==> config.mk <==
export PLATFORM = sky130hd
export DESIGN_NAME = dna_port_emu
export DESIGN_NICKNAME = d
export VERILOG_FILES = /design/src/rtl/dna_pkg.sv /design/src/rtl/dna_in_sync.sv /design/src/rtl/dna_port_emu.sv
export SDC_FILE = /design/constraint.sdc
export NUM_CORES = 1
export LEC_CHECK = 0
export CAP_MARGIN = 40
export CELL_PAD_IN_SITES_DETAIL_PLACEMENT = 1
export CELL_PAD_IN_SITES_GLOBAL_PLACEMENT = 1
export CORE_MARGIN = 3
export CORE_UTILIZATION = 48
export DETAILED_ROUTE_END_ITERATION = 6
export PLACE_DENSITY_LB_ADDON = 0.08
export SYNTH_ARGS = -nofsm -noshare
export SYNTH_HDL_FRONTEND = slang
export SYNTH_SLANG_ARGS = --single-unit
export TNS_END_PERCENT = 50
==> constraint.sdc <==
create_clock -name sys_clk -period 2.4 [get_ports sys_clk]
set_input_delay 0.48 -clock sys_clk [delete_from_list [all_inputs] [get_ports sys_clk]]
set_output_delay 0.48 -clock sys_clk [all_outputs]
set_load 0.1 [all_outputs]
==> src/rtl/dna_pkg.sv <==
// Shared definitions for the DNA_PORT emulator.
//   DNA_W       : width of the device identifier (57 bits)
//   BITCNT_W    : width of the shift counter (saturates at all-ones)
//   DNA_DEFAULT : identifier loaded on READ unless overridden
//   dna_state_e : responder state (IDLE, LOADED, SHIFTING, EXHAUSTED)
//   sat_inc     : saturating increment for the shift counter
package dna_pkg;

  localparam int DNA_W    = 57;
  localparam int BITCNT_W = 7;

  localparam logic [DNA_W-1:0] DNA_DEFAULT = 57'h1_2345_6789_ABCD_EF;

  typedef enum logic [1:0] {
    IDLE      = 2'd0,
    LOADED    = 2'd1,
    SHIFTING  = 2'd2,
    EXHAUSTED = 2'd3
  } dna_state_e;

  function automatic logic [BITCNT_W-1:0] sat_inc(input logic [BITCNT_W-1:0] v);
    return (v == '1) ? v : v + BITCNT_W'(1);
  endfunction

endpackage

==> src/rtl/dna_in_sync.sv <==
// Multi-bit input synchroniser with edge pulses on a strobe bit.
// The strobe and the data travel through the same flop chain as one vector,
// so the data seen alongside a strobe edge is exactly what was at the pins
// when that edge was captured.
// Ports:
//   clk, srst    : clock and synchronous active-high reset
//   strobe       : asynchronous strobe (the reader's dna_clk)
//   data         : asynchronous qualifier bits travelling with the strobe
//   data_sync    : synchronised data, aligned with the edge pulses
//   strobe_rise  : one-cycle pulse, synchronised strobe went 0 -> 1
//   strobe_fall  : one-cycle pulse, synchronised strobe went 1 -> 0
module dna_in_sync #(
  parameter int W      = 3,
  parameter int STAGES = 2
) (
  input  logic         clk,
  input  logic         srst,
  input  logic         strobe,
  input  logic [W-1:0] data,
  output logic [W-1:0] data_sync,
  output logic         strobe_rise,
  output logic         strobe_fall
);

  // Bit 0 of every stage is the strobe, the upper bits are the data.
  logic [W:0] stage_reg [STAGES];
  logic       strobe_prev_reg;
  logic [W:0] last_stage;

  always_ff @(posedge clk) begin
    if (srst) begin
      for (int i = 0; i < STAGES; i++) begin
        stage_reg[i] <= '0;
      end
      strobe_prev_reg <= 1'b0;
    end else begin
      stage_reg[0] <= {data, strobe};
      for (int i = 1; i < STAGES; i++) begin
        stage_reg[i] <= stage_reg[i-1];
      end
      strobe_prev_reg <= stage_reg[STAGES-1][0];
    end
  end

  assign last_stage  = stage_reg[STAGES-1];
  assign data_sync   = last_stage[W:1];
  assign strobe_rise =  last_stage[0] & ~strobe_prev_reg;
  assign strobe_fall = ~last_stage[0] &  strobe_prev_reg;

endmodule

==> src/rtl/dna_port_emu.sv <==
// Synthesizable stand-in for the device DNA_PORT primitive (responder side).
// The reader's dna_clk/read/shift/din are sampled on sys_clk; on each
// synchronised dna_clk rise the 57-bit shift register is loaded or shifted
// and its MSB is presented on dna_dout. Protocol and timing violations are
// latched in sticky flags that only sys_rst clears.
// Ports:
//   sys_clk, sys_rst : system clock, synchronous active-high reset
//   dna_clk          : reader shift clock (asynchronous, slower than sys_clk)
//   dna_read         : load DNA_VALUE on dna_clk rise
//   dna_shift        : shift one bit on dna_clk rise
//   dna_din          : serial input shifted into the LSB
//   dna_dout         : shift register bit 56
//   bit_cnt          : shifts since last READ, saturating at 127
//   dna_loaded       : a READ has occurred since reset
//   proto_err        : sticky, READ and SHIFT were high at the same edge
//   timing_err       : sticky, a dna_clk phase was shorter than MIN_HALF
module dna_port_emu
  import dna_pkg::*;
#(
  parameter logic [DNA_W-1:0] DNA_VALUE   = DNA_DEFAULT,
  parameter int               SYNC_STAGES = 2,
  parameter int               MIN_HALF    = 4
) (
  input  logic                sys_clk,
  input  logic                sys_rst,
  input  logic                dna_clk,
  input  logic                dna_read,
  input  logic                dna_shift,
  input  logic                dna_din,
  output logic                dna_dout,
  output logic [BITCNT_W-1:0] bit_cnt,
  output logic                dna_loaded,
  output logic                proto_err,
  output logic                timing_err
);

  // Phase counter only needs to reach MIN_HALF; one extra bit of headroom
  // keeps the saturation point clear of the threshold.
  localparam int                PH_W       = $clog2(MIN_HALF + 1) + 1;
  localparam logic [PH_W-1:0]   PH_MAX     = '1;
  localparam logic [PH_W-1:0]   MIN_HALF_C = PH_W'(MIN_HALF);
  localparam logic [BITCNT_W-1:0] EXHAUST_AT = BITCNT_W'(DNA_W);

  // Synchronised reader inputs
  logic [2:0] data_sync;
  logic       clk_rise;
  logic       clk_fall;

  dna_in_sync #(
    .W      (3),
    .STAGES (SYNC_STAGES)
  ) u_in_sync (
    .clk         (sys_clk),
    .srst        (sys_rst),
    .strobe      (dna_clk),
    .data        ({dna_read, dna_shift, dna_din}),
    .data_sync   (data_sync),
    .strobe_rise (clk_rise),
    .strobe_fall (clk_fall)
  );

  // Registered edge event; the action happens one cycle after detection so
  // the shift register sees a clean, flop-sourced command.
  logic ev_rise_reg;
  logic ev_read_reg;
  logic ev_shift_reg;
  logic ev_din_reg;

  always_ff @(posedge sys_clk) begin
    if (sys_rst) begin
      ev_rise_reg  <= 1'b0;
      ev_read_reg  <= 1'b0;
      ev_shift_reg <= 1'b0;
      ev_din_reg   <= 1'b0;
    end else begin
      ev_rise_reg  <= clk_rise;
      ev_read_reg  <= data_sync[2];
      ev_shift_reg <= data_sync[1];
      ev_din_reg   <= data_sync[0];
    end
  end

  // Shift register, counter and state
  logic [DNA_W-1:0]    sreg_reg,      sreg_next;
  logic [BITCNT_W-1:0] bit_cnt_reg,   bit_cnt_next;
  logic                proto_err_reg, proto_err_next;
  dna_state_e          state_reg,     state_next;

  always_ff @(posedge sys_clk) begin
    if (sys_rst) begin
      sreg_reg      <= '0;
      bit_cnt_reg   <= '0;
      proto_err_reg <= 1'b0;
      state_reg     <= IDLE;
    end else begin
      sreg_reg      <= sreg_next;
      bit_cnt_reg   <= bit_cnt_next;
      proto_err_reg <= proto_err_next;
      state_reg     <= state_next;
    end
  end

  always_comb begin
    sreg_next      = sreg_reg;
    bit_cnt_next   = bit_cnt_reg;
    proto_err_next = proto_err_reg;
    state_next     = state_reg;
    if (ev_rise_reg) begin
      if (ev_read_reg) begin
        // READ has priority; a simultaneous SHIFT is ignored but flagged.
        sreg_next    = DNA_VALUE;
        bit_cnt_next = '0;
        state_next   = LOADED;
        if (ev_shift_reg) begin
          proto_err_next = 1'b1;
        end
      end else if (ev_shift_reg) begin
        sreg_next    = {sreg_reg[DNA_W-2:0], ev_din_reg};
        bit_cnt_next = sat_inc(bit_cnt_reg);
        // Shifting before any READ still moves data but stays in IDLE.
        if (state_reg != IDLE) begin
          state_next = (bit_cnt_next >= EXHAUST_AT) ? EXHAUSTED : SHIFTING;
        end
      end
    end
  end

  // dna_clk phase-width check
  logic [PH_W-1:0] phase_cnt_reg;
  logic            seen_edge_reg;
  logic            timing_err_reg;

  always_ff @(posedge sys_clk) begin
    if (sys_rst) begin
      phase_cnt_reg  <= '0;
      seen_edge_reg  <= 1'b0;
      timing_err_reg <= 1'b0;
    end else if (clk_rise || clk_fall) begin
      // The first transition after reset has no preceding phase to measure.
      if (seen_edge_reg && (phase_cnt_reg < MIN_HALF_C)) begin
        timing_err_reg <= 1'b1;
      end
      seen_edge_reg <= 1'b1;
      phase_cnt_reg <= PH_W'(1);
    end else if (phase_cnt_reg != PH_MAX) begin
      phase_cnt_reg <= phase_cnt_reg + PH_W'(1);
    end
  end

  assign dna_dout   = sreg_reg[DNA_W-1];
  assign bit_cnt    = bit_cnt_reg;
  assign dna_loaded = (state_reg != IDLE);
  assign proto_err  = proto_err_reg;
  assign timing_err = timing_err_reg;

endmodule
==> impl_metrics.tcl <==
set metrics [dict create \
    outcome "finished, final reports clean" \
    required_ns 1.92 \
    drcViolationCount 0 \
    antenna_found_initial 0 \
    pre_cts_slack_ns 0.772 \
    synth_top_family_by_area "simple AND/OR/NAND/NOR gates" \
    path_cells "or2_2, buf_4" \
    end_kind "output pin" \
    highest_layer "met4" \
    tns_ns 0 \
    start_util_pct 50.5 \
    fin_crit_sh_pct 71.5 \
    area_growth_pct 10.6 \
    cp_max_fo 3 \
    post_drt_wl_per_cell_um 14.4 \
    antenna_cells 0 \
    h-tree-depth 3 \
    syn_avg_cell_area_um2 8.69 \
    cts_setup_buffers 0 \
    design_area_um2 3600 \
    clockBufferDepth 2 \
    final_nets 387 \
    wl_met2_um 3270 \
    finalSetupViolations 0 \
    layout-drive-gt1-share_pct 11.2 \
    ys.flop_type "dfxtp_1" \
    async_flop_share_pct 0 \
    slowest_delay_ns 0.33 \
    die_x_um 88.4 \
    finalPower_uw 2450 \
    dieArea_um2 7820 \
    worst_slew_pin_slew_ns 0.575 \
    largest_reg_flops 57 \
    io-pin-count 17 \
    cts_root_buf "clkbuf_8" \
    fmax_mhz 583 \
    grt_max_degree 58 \
    dp.cells 444 \
    synth.distinct_cells 39 \
    yosysSeqAreaShare_pct 52.8 \
    antenna_left 0 \
    total_leakage_power_uw 0.00127 \
    dr_wl_met3_um 181 \
    gp_congestion 0.722 \
    hold_path_class "register to register" \
    routed_wl_um 6620 \
    rsz0062_at_grt "false" \
    drt-initial-drc-count 127 \
    muxShareOfSynthArea_pct 0.307 \
    min_period_ns 1.72 \
    multi_input_area_um2 1390 \
    vdd_ir_drop_max_v 0.000531 \
    vias 2572 \
    cts-resized-gates 0 \
    layout_setup_ws_ns 0.684 \
    cts_made_buffers 9 \
    startpoint_type "register" \
    grt-ovfl-total 0 \
    dpl.hpwl_um 4240 \
    core-area_um2 6460 \
    maxCapViolCount 0 \
    cts_tree "yes" \
    placed_cell_area_um2 3430 \
    fillCellCount 768 \
    met1_length_um 3130 \
    postCtsHoldBufs 0 \
    clk_latency_ns 0.34 \
    relSlewSlack_pct 61.6 \
    seq_area_um2 1720 \
    synthSimpleGateAreaFrac_pct 31.4 \
    synth_edf_count 0 \
    critPathSlowestCell "dfxtp_1" \
    grt_pass1_wl_um 11600 \
    viasPerCell 5.59 \
    grt_use_total_pct 18.9 \
    hold_violations 0 \
    firstDrtPassIters 4 \
    portBuffers 16 \
    fin_cells 460 \
    crit_family "flip-flops" \
    rows 29 \
    synth_warnings 0 \
    die_h_um 88.4 \
    path_clk_slew_ns 0.09 \
    synthAdderAreaFrac_pct 1.15 \
    synth_xor_area_share_pct 0.537 \
    crit_type "register to output pin" \
    syn-num-nets 384 \
    synth_compound_area_share_pct 9.02 \
    first_global_vias 2570 \
    powerDensity_nw_per_um2 678 \
    synth_seq_cells 86 \
    crit_buf_inv 1 \
    finClkSkew_ns 0.00838 \
    cts_sinks 86 \
    slew_viol_final 0 \
    worstPathArrival_ns 1.24 \
    synthCells 375 \
    syn-cell-area_um2 3260 \
]
==> cells in the final DEF (no fill, tap or decap), types with 4 or more instances in the layout <==
cell type,instances
a21oi_1,31
dfxtp_1,85
buf_4,16
clkbuf_8,10
nand3b_1,27
clkdlybuf4s50_1,4
a31oi_1,6
nor3_1,70
nor2_1,46
nor2b_1,13
nand2_1,31
==> synth_stat cells (2+ instances only) <==
library cell	number	area share, %
a31oi_1	6	1.2
buf_4	2	0.46
ha_1	3	1.2
nand2_1	31	3.6
nand3_1	3	0.46
nor2_1	46	5.3
nand3b_1	27	6.2
xnor2_1	2	0.54
buf_1	4	0.46
nor3_1	70	11
nor2b_1	13	2.5
a21oi_1	31	4.8
clkbuf_1	10	1.2
inv_1	3	0.35
dfxtp_1	86	53
buf_2	15	2.3
==> final timing paths <==
kind	startpoint	endpoint	slack [ns]	cells after the start
worst max register to register	bit_cnt[0]$_SDFFE_PP0P_	bit_cnt[0]$_SDFFE_PP0P_	0.77	5
worst min-delay path	u_in_sync.stage_reg[0][6]$_SDFF_PP0_	ev_shift_reg$_SDFF_PP0_	0.44	1
worst min register to register	u_in_sync.stage_reg[0][6]$_SDFF_PP0_	ev_shift_reg$_SDFF_PP0_	0.44	1
worst max-delay path	state_reg[1]$_SDFFE_PP0P_	dna_loaded	0.68	2
==> layout make-up <==
class                           instances  area share (%)
Timing Repair Buffer                   23            5.69
Clock inverter                          5           0.972
Sequential cell                        86            47.8
Multi-Input combinational cell        255            38.6
Clock buffer                           11            3.92
Inverter                                3           0.312
Tap cell                               77            2.67
==> routing by layer <==
| metal | GRT usage (%) | vias to the layer above |
|---|---|---|
| met5 | 0 | - |
| met4 | 5.08 | 0 |
| met3 | 5.96 | 4 |
| met2 | 31.9 | 29 |
| met1 | 23.3 | 1247 |
| li1 | - | 1292 |
==> stage by stage <==
step / hold slack [ns] / utilization [%]
finish: 0.443 / 55.8
global route: 0.455 / 55.8
CTS: 0.452 / 55.8
detailed placement: 0.432 / 53.1
global placement: 0.415 / 53.1
floorplan: 0.414 / -
==> kinds of logic (layout without fill, tap and decap cells) <==
kind of cell               after synthesis  in the layout
and+or+nand+nor                        200            200
DFF                                     86             86
AOI/OAI and AO/OA                       49             49
buffers and inverters                   34             42
adders and majority gates                3              3
xor gates and xnor gates                 2              2
muxes                                    1              1
==> where the power goes <==
part	internal (µW)	switching (µW)	leakage (µW)
Clock	405	495	0.0000893
Sequential	1440	12.6	0.000696
Combinational	34.4	54.2	0.000485
Total	1880	562	0.00127
(Power assumes the default switching activity.)
